### config.mk
export PLATFORM = sky130hd
export DESIGN_NAME = frs_message_arbiter
export DESIGN_NICKNAME = d
export VERILOG_FILES = /design/src/rtl/frs_message_arbiter.sv
export SDC_FILE = /design/constraint.sdc
export NUM_CORES = 1
export LEC_CHECK = 0
export CAP_MARGIN = 15
export CORE_UTILIZATION = 36
export DETAILED_ROUTE_END_ITERATION = 8
export GPL_TIMING_DRIVEN = 0
export PLACE_DENSITY = 0.77
export SYNTH_ARGS = -nofsm -noshare
export SYNTH_HDL_FRONTEND = slang
export SYNTH_SLANG_ARGS = --single-unit
### constraint.sdc
create_clock -name clk -period 2.8 [get_ports clk]
set_input_delay 0.28 -clock clk [delete_from_list [all_inputs] [get_ports clk]]
set_output_delay 0.28 -clock clk [all_outputs]
set_load 0.03 [all_outputs]
### src/rtl/frs_message_arbiter.sv
// Round-robin arbiter that feeds FRS messages from NUM_REQ sources into the FRS
// message queue register and tracks queue occupancy so the depth field never wraps.
module frs_message_arbiter #(
  parameter int NUM_REQ           = 4,
  parameter int FUNCTION_ID_WIDTH = 16,
  parameter int REASON_WIDTH      = 4,
  parameter int MAX_QUEUE_SIZE    = 4096
) (
  input  logic                                 clk,
  input  logic                                 rst,
  input  logic                                 arb_enable,
  input  logic [NUM_REQ-1:0]                   req_valid,
  input  logic [NUM_REQ*FUNCTION_ID_WIDTH-1:0] req_function_id,
  input  logic [NUM_REQ*REASON_WIDTH-1:0]      req_reason,
  output logic [NUM_REQ-1:0]                   req_ready,
  input  logic                                 message_removed,
  output logic                                 message_received,
  output logic [FUNCTION_ID_WIDTH-1:0]         new_message_function_id,
  output logic [REASON_WIDTH-1:0]              new_message_reason,
  output logic [$clog2(MAX_QUEUE_SIZE):0]      occupancy,
  output logic                                 full,
  output logic                                 underflow_err
);
  localparam int PTR_W = $clog2(NUM_REQ);
  localparam int OCC_W = $clog2(MAX_QUEUE_SIZE) + 1;
  localparam logic [OCC_W-1:0] OCC_MAX = OCC_W'(MAX_QUEUE_SIZE - 1);

  typedef enum logic {IDLE, RUN} state_t;

  state_t                                   state_q, state_d;
  logic [PTR_W-1:0]                         rr_ptr_q, rr_ptr_d;
  logic [OCC_W-1:0]                         occ_q, occ_d;
  logic                                     uf_q, uf_d;
  logic                                     msg_vld_q;
  logic [FUNCTION_ID_WIDTH-1:0]             fid_q, fid_d;
  logic [REASON_WIDTH-1:0]                  rsn_q, rsn_d;

  logic [NUM_REQ-1:0][FUNCTION_ID_WIDTH-1:0] fid_arr;
  logic [NUM_REQ-1:0][REASON_WIDTH-1:0]      rsn_arr;
  logic                                      grant_en;
  logic                                      gnt_any;
  logic [PTR_W-1:0]                          gnt_idx;
  logic [NUM_REQ-1:0]                        gnt;
  logic [PTR_W:0]                            sidx;
  logic [PTR_W-1:0]                          cand;

  assign fid_arr  = req_function_id;
  assign rsn_arr  = req_reason;
  assign full     = (occ_q == OCC_MAX);
  assign grant_en = (state_q == RUN) && !full;

  // First valid source at or after rr_ptr, wrapping modulo NUM_REQ.
  always_comb begin
    gnt     = '0;
    gnt_any = 1'b0;
    gnt_idx = '0;
    sidx    = '0;
    cand    = '0;
    for (int k = 0; k < NUM_REQ; k++) begin
      sidx = {1'b0, rr_ptr_q} + (PTR_W+1)'(k);
      if (sidx >= (PTR_W+1)'(NUM_REQ)) sidx = sidx - (PTR_W+1)'(NUM_REQ);
      cand = sidx[PTR_W-1:0];
      if (!gnt_any && grant_en && req_valid[cand]) begin
        gnt_any = 1'b1;
        gnt_idx = cand;
      end
    end
    if (gnt_any) gnt[gnt_idx] = 1'b1;
  end

  assign req_ready = gnt;

  always_comb begin
    state_d  = state_q;
    rr_ptr_d = rr_ptr_q;
    fid_d    = fid_q;
    rsn_d    = rsn_q;
    occ_d    = occ_q;
    uf_d     = uf_q;
    case (state_q)
      IDLE:    if (arb_enable)  state_d = RUN;
      RUN:     if (!arb_enable) state_d = IDLE;
      default: state_d = IDLE;
    endcase
    if (gnt_any) begin
      fid_d    = fid_arr[gnt_idx];
      rsn_d    = rsn_arr[gnt_idx];
      rr_ptr_d = (gnt_idx == PTR_W'(NUM_REQ - 1)) ? '0 : gnt_idx + 1'b1;
    end
    // Simultaneous issue and removal cancel out; a removal at zero is an error.
    if (gnt_any && !message_removed)                       occ_d = occ_q + 1'b1;
    else if (!gnt_any && message_removed && occ_q != '0)   occ_d = occ_q - 1'b1;
    if (message_removed && occ_q == '0) uf_d = 1'b1;
  end

  always_ff @(posedge clk) begin
    if (rst) begin
      state_q   <= IDLE;
      rr_ptr_q  <= '0;
      occ_q     <= '0;
      uf_q      <= 1'b0;
      msg_vld_q <= 1'b0;
      fid_q     <= '0;
      rsn_q     <= '0;
    end else begin
      state_q   <= state_d;
      rr_ptr_q  <= rr_ptr_d;
      occ_q     <= occ_d;
      uf_q      <= uf_d;
      msg_vld_q <= gnt_any;
      fid_q     <= fid_d;
      rsn_q     <= rsn_d;
    end
  end

  assign message_received        = msg_vld_q;
  assign new_message_function_id = fid_q;
  assign new_message_reason      = rsn_q;
  assign occupancy               = occ_q;
  assign underflow_err           = uf_q;

endmodule
==> results.json, run 1 <==
{
  "drt_wl_total_um": 9520,
  "yosysUniqueCellTypes": 48,
  "placement.io_buffers": 127,
  "synth_flop_cell": "sky130_fd_sc_hd__dfxtp_1",
  "insertedDiodeCount": 0,
  "power.ir.vdd_worst_uv": 521,
  "grt-ovfl-total": 0,
  "hold_violations": 0,
  "detailroute.via_count": 3023,
  "mostFrequentLayoutCells": "sky130_fd_sc_hd__clkdlybuf4s50_1 (123), sky130_fd_sc_hd__a221oi_1 (39), sky130_fd_sc_hd__nor2_1 (37)",
  "antenna_found_initial": 0,
  "lkg_pwr_nw": 1.65,
  "drv.max_cap_violation_count": 0,
  "cp-start-kind": "register",
  "synth_async_sr_flop_share_pct": 0,
  "post-route-worst-setup-slack_ns": -0.0688,
  "total_power_mw": 3.24,
  "drive_above_1_share_pct": 18.3,
  "clk_path_buf_depth": 2,
  "first_pass_iters": 9,
  "worst_hold_path_type": "register to register",
  "cts_made_buffers": 5,
  "layout-area-overhead-vs-synth_pct": 73.4,
  "synth-edff-count": 0,
  "timing.final.crit_period_ns": 2.87,
  "critPathRequiredTime_ns": 3.01,
  "detail_route.vias_per_cell": 5.81,
  "groute.usage.overall_pct": 26.1,
  "result_of_the_run": "finished, violations left",
  "postSynthNetCount": 391,
  "violations": "design-rule violations, negative setup slack",
  "cells_taking_the_most_area_after_synthesis": "sky130_fd_sc_hd__dfxtp_1 (31%), sky130_fd_sc_hd__a221oi_1 (14%), sky130_fd_sc_hd__ha_1 (8.1%)",
  "final_net_count": 547,
  "seq_area_frac_synth_pct": 30.7,
  "place_congestion": 0.813,
  "syn-cell-area_um2": 2470,
  "synth.ff_latch_count": 38,
  "route.detailed.drc": 8,
  "die_height_um": 84.9,
  "place_area_um2": 3920,
  "report.final.setup_viol": 2,
  "htree_levels": 2,
  "max_clock_freq_mhz": 349,
  "critical_path.max_stage_delay_ns": 0.45,
  "cts_tree": "built",
  "core_area_um2": 6490,
  "dp.final_hpwl_um": 6730,
  "utilization_after_layout_pct": 66.1,
  "drtAntennaViolNets": 0,
  "grt_pass1_wl_um": 14600,
  "grt_setup_unrepaired": "true",
  "worst_ep_arrival_time_ns": 3.08,
  "max_slew.worst_pin.slew_ns": 0.538,
  "dieWidth_um": 84.9,
  "cp_slowest_cell": "sky130_fd_sc_hd__o41ai_4",
  "clock_skew_ns": 0.00504,
  "finalInstanceArea_um2": 4290,
  "number_of_fill_cells": 522,
  "timing.critical_path.fanout_max": 7,
  "crit_type": "register to register",
  "clk_latency_ns": 0.30,
  "synth_top_area_cell": "sky130_fd_sc_hd__dfxtp_1",
  "root_cell_of_the_clock_tree": "sky130_fd_sc_hd__clkbuf_8",
  "fin_crit_sh_pct": 102,
  "starting_utilization_of_the_core_area_pct": 38.1,
  "layout.cells.most_common": "sky130_fd_sc_hd__clkdlybuf4s50_1",
  "yosysTopAreaCellShare_pct": 30.7,
  "final-seq-area_um2": 805,
  "drt-wirelength-per-cell_um": 18.3,
  "synthCells": 286,
  "die-area_um2": 7210,
  "synthesis.yosys.warnings": 0,
  "clk_pin_slew_ns": 0.08,
  "drt_iter0_drc": 181,
  "worst_setup_path_end_kind": "register",
  "clock_sinks": 38,
  "power_per_cell_area_nw_per_um2": 755,
  "worst_slew_margin_rel_pct": 64.1,
  "grt_max_degree": 16,
  "post_synth.cell_area_avg_um2": 8.65,
  "floorplan.io_pins": 128,
  "finalSetupTns_ns": -0.123,
  "vias_in_the_first_global_route": 2953,
  "number_of_buffers_inserted_by_hold_repair_at_cts": 0,
  "cp_cell_sequence": "nand2b_4, o41ai_4, nor2_4, nand2_4, inv_4, fa_2, nand3b_1, a31oi_4, buf_4, nor3_2, o21bai_1, xnor2_1, a211oi_1",
  "maxSlewViolCount": 0,
  "rows": 29,
  "multi_input_area_um2": 1710
}
## Yosys cell counts, types with 3 or more instances
cell type / instances
sky130_fd_sc_hd__dfxtp_1: 38
sky130_fd_sc_hd__clkbuf_1: 10
sky130_fd_sc_hd__o21ai_0: 5
sky130_fd_sc_hd__nand2b_1: 3
sky130_fd_sc_hd__nand2_1: 7
sky130_fd_sc_hd__o22ai_1: 3
sky130_fd_sc_hd__a221oi_1: 39
sky130_fd_sc_hd__nor2_1: 38
sky130_fd_sc_hd__buf_2: 8
sky130_fd_sc_hd__nor4_1: 25
sky130_fd_sc_hd__a21o_1: 5
sky130_fd_sc_hd__ha_1: 16
sky130_fd_sc_hd__mux2i_1: 8
sky130_fd_sc_hd__xnor2_1: 8
sky130_fd_sc_hd__nor3_1: 3
sky130_fd_sc_hd__a21oi_1: 8
sky130_fd_sc_hd__o211ai_1: 4
sky130_fd_sc_hd__and2_1: 4
sky130_fd_sc_hd__o21bai_1: 3
sky130_fd_sc_hd__a211oi_1: 7
sky130_fd_sc_hd__inv_1: 8
## final timing paths
kind,start,slack [ns],depth (start not counted),end
min reg2reg,new_message_function_id[9],0.49,2,new_message_function_id[9]
max,occupancy[12],-0.07,13,occupancy[10]
max reg2reg,occupancy[12],-0.07,13,occupancy[10]
min,new_message_function_id[9],0.49,2,new_message_function_id[9]
## critical path, delay by kind of cell, from the launching register on
family / cells / cell delay (ns)
adder cells (fa/ha/maj): 1 / 0.34
AO/OA/AOI/OAI: 4 / 1.09
flip-flops: 1 / 0.35
buffers and inverters: 2 / 0.20
AND/OR/NAND/NOR: 5 / 0.69
XOR/XNOR: 1 / 0.10
## final cells by class
| cell class | instances | share of cell area [%] |
|---|---|---|
| sequential | 38 | 18.8 |
| clock buffer | 8 | 2.10 |
| buffer | 18 | 2.33 |
| multi-input combinational | 218 | 39.9 |
| tap | 77 | 2.25 |
| timing repair buffer | 151 | 33.7 |
| inverter | 10 | 0.962 |
## per-layer routing
metal | up-vias | share of wire [%] | global-route usage, %
li1 | 1438 | - | -
met2 | 120 | 50 | 45.5
met3 | 14 | 5.9 | 5.93
met4 | 0 | 2.1 | 9.24
met1 | 1451 | 42 | 31.4
met5 | - | 0 | 0
## logic make-up after synthesis
logic type / after synthesis / synth area share (%)
mux: 8 / 3.24
fa+ha+maj: 17 / 8.90
xor+xnor: 10 / 3.54
compound gates: 87 / 28.2
buf+inv: 31 / 5.76
simple gates: 95 / 19.7
flops: 38 / 30.7
## registers in the layout, indices dropped and copies added (netlist names)
register	flops
new_message_function_id	16
occupancy	13
new_message_reason	4
rr_ptr_q	2
message_received	1
state_q	1
underflow_err	1
## where the power goes
| group | switching [mW] | internal (mW) | leakage (nW) | total [mW] |
|---|---|---|---|---|
| clock network | 0.209 | 0.201 | 0.0455 | 0.410 |
| registers | 0.120 | 0.689 | 0.321 | 0.809 |
| logic | 1.05 | 0.974 | 1.28 | 2.02 |
| total | 1.37 | 1.86 | 1.65 | 3.24 |
## what timing repair did
action                                  in CTS  in global routing
cloned                                       1                  0
endpoints found under the setup margin      13                 11
gates resized for setup                     30                  7
buffers inserted                            16                  8
pin swaps                                   13                 10
## metrics by stage
step	std cells	worst slack (ns)	hold slack [ns]
global placement	490	-0.844	0.468
CTS	513	-0.0569	0.496
detailed placement	490	-0.927	0.480
floorplan	286	0.00683	0.408
finish	520	-0.0688	0.494
global route	520	-0.222	0.510
Note: power is estimated with default switching activity, not from simulation.
==> run 2: changes to the inputs <==
ABC_AREA = 0   (was not set)
==> results of run 2 <==
Same layout as run 1: the final DEF is identical, and so are final timing and power.
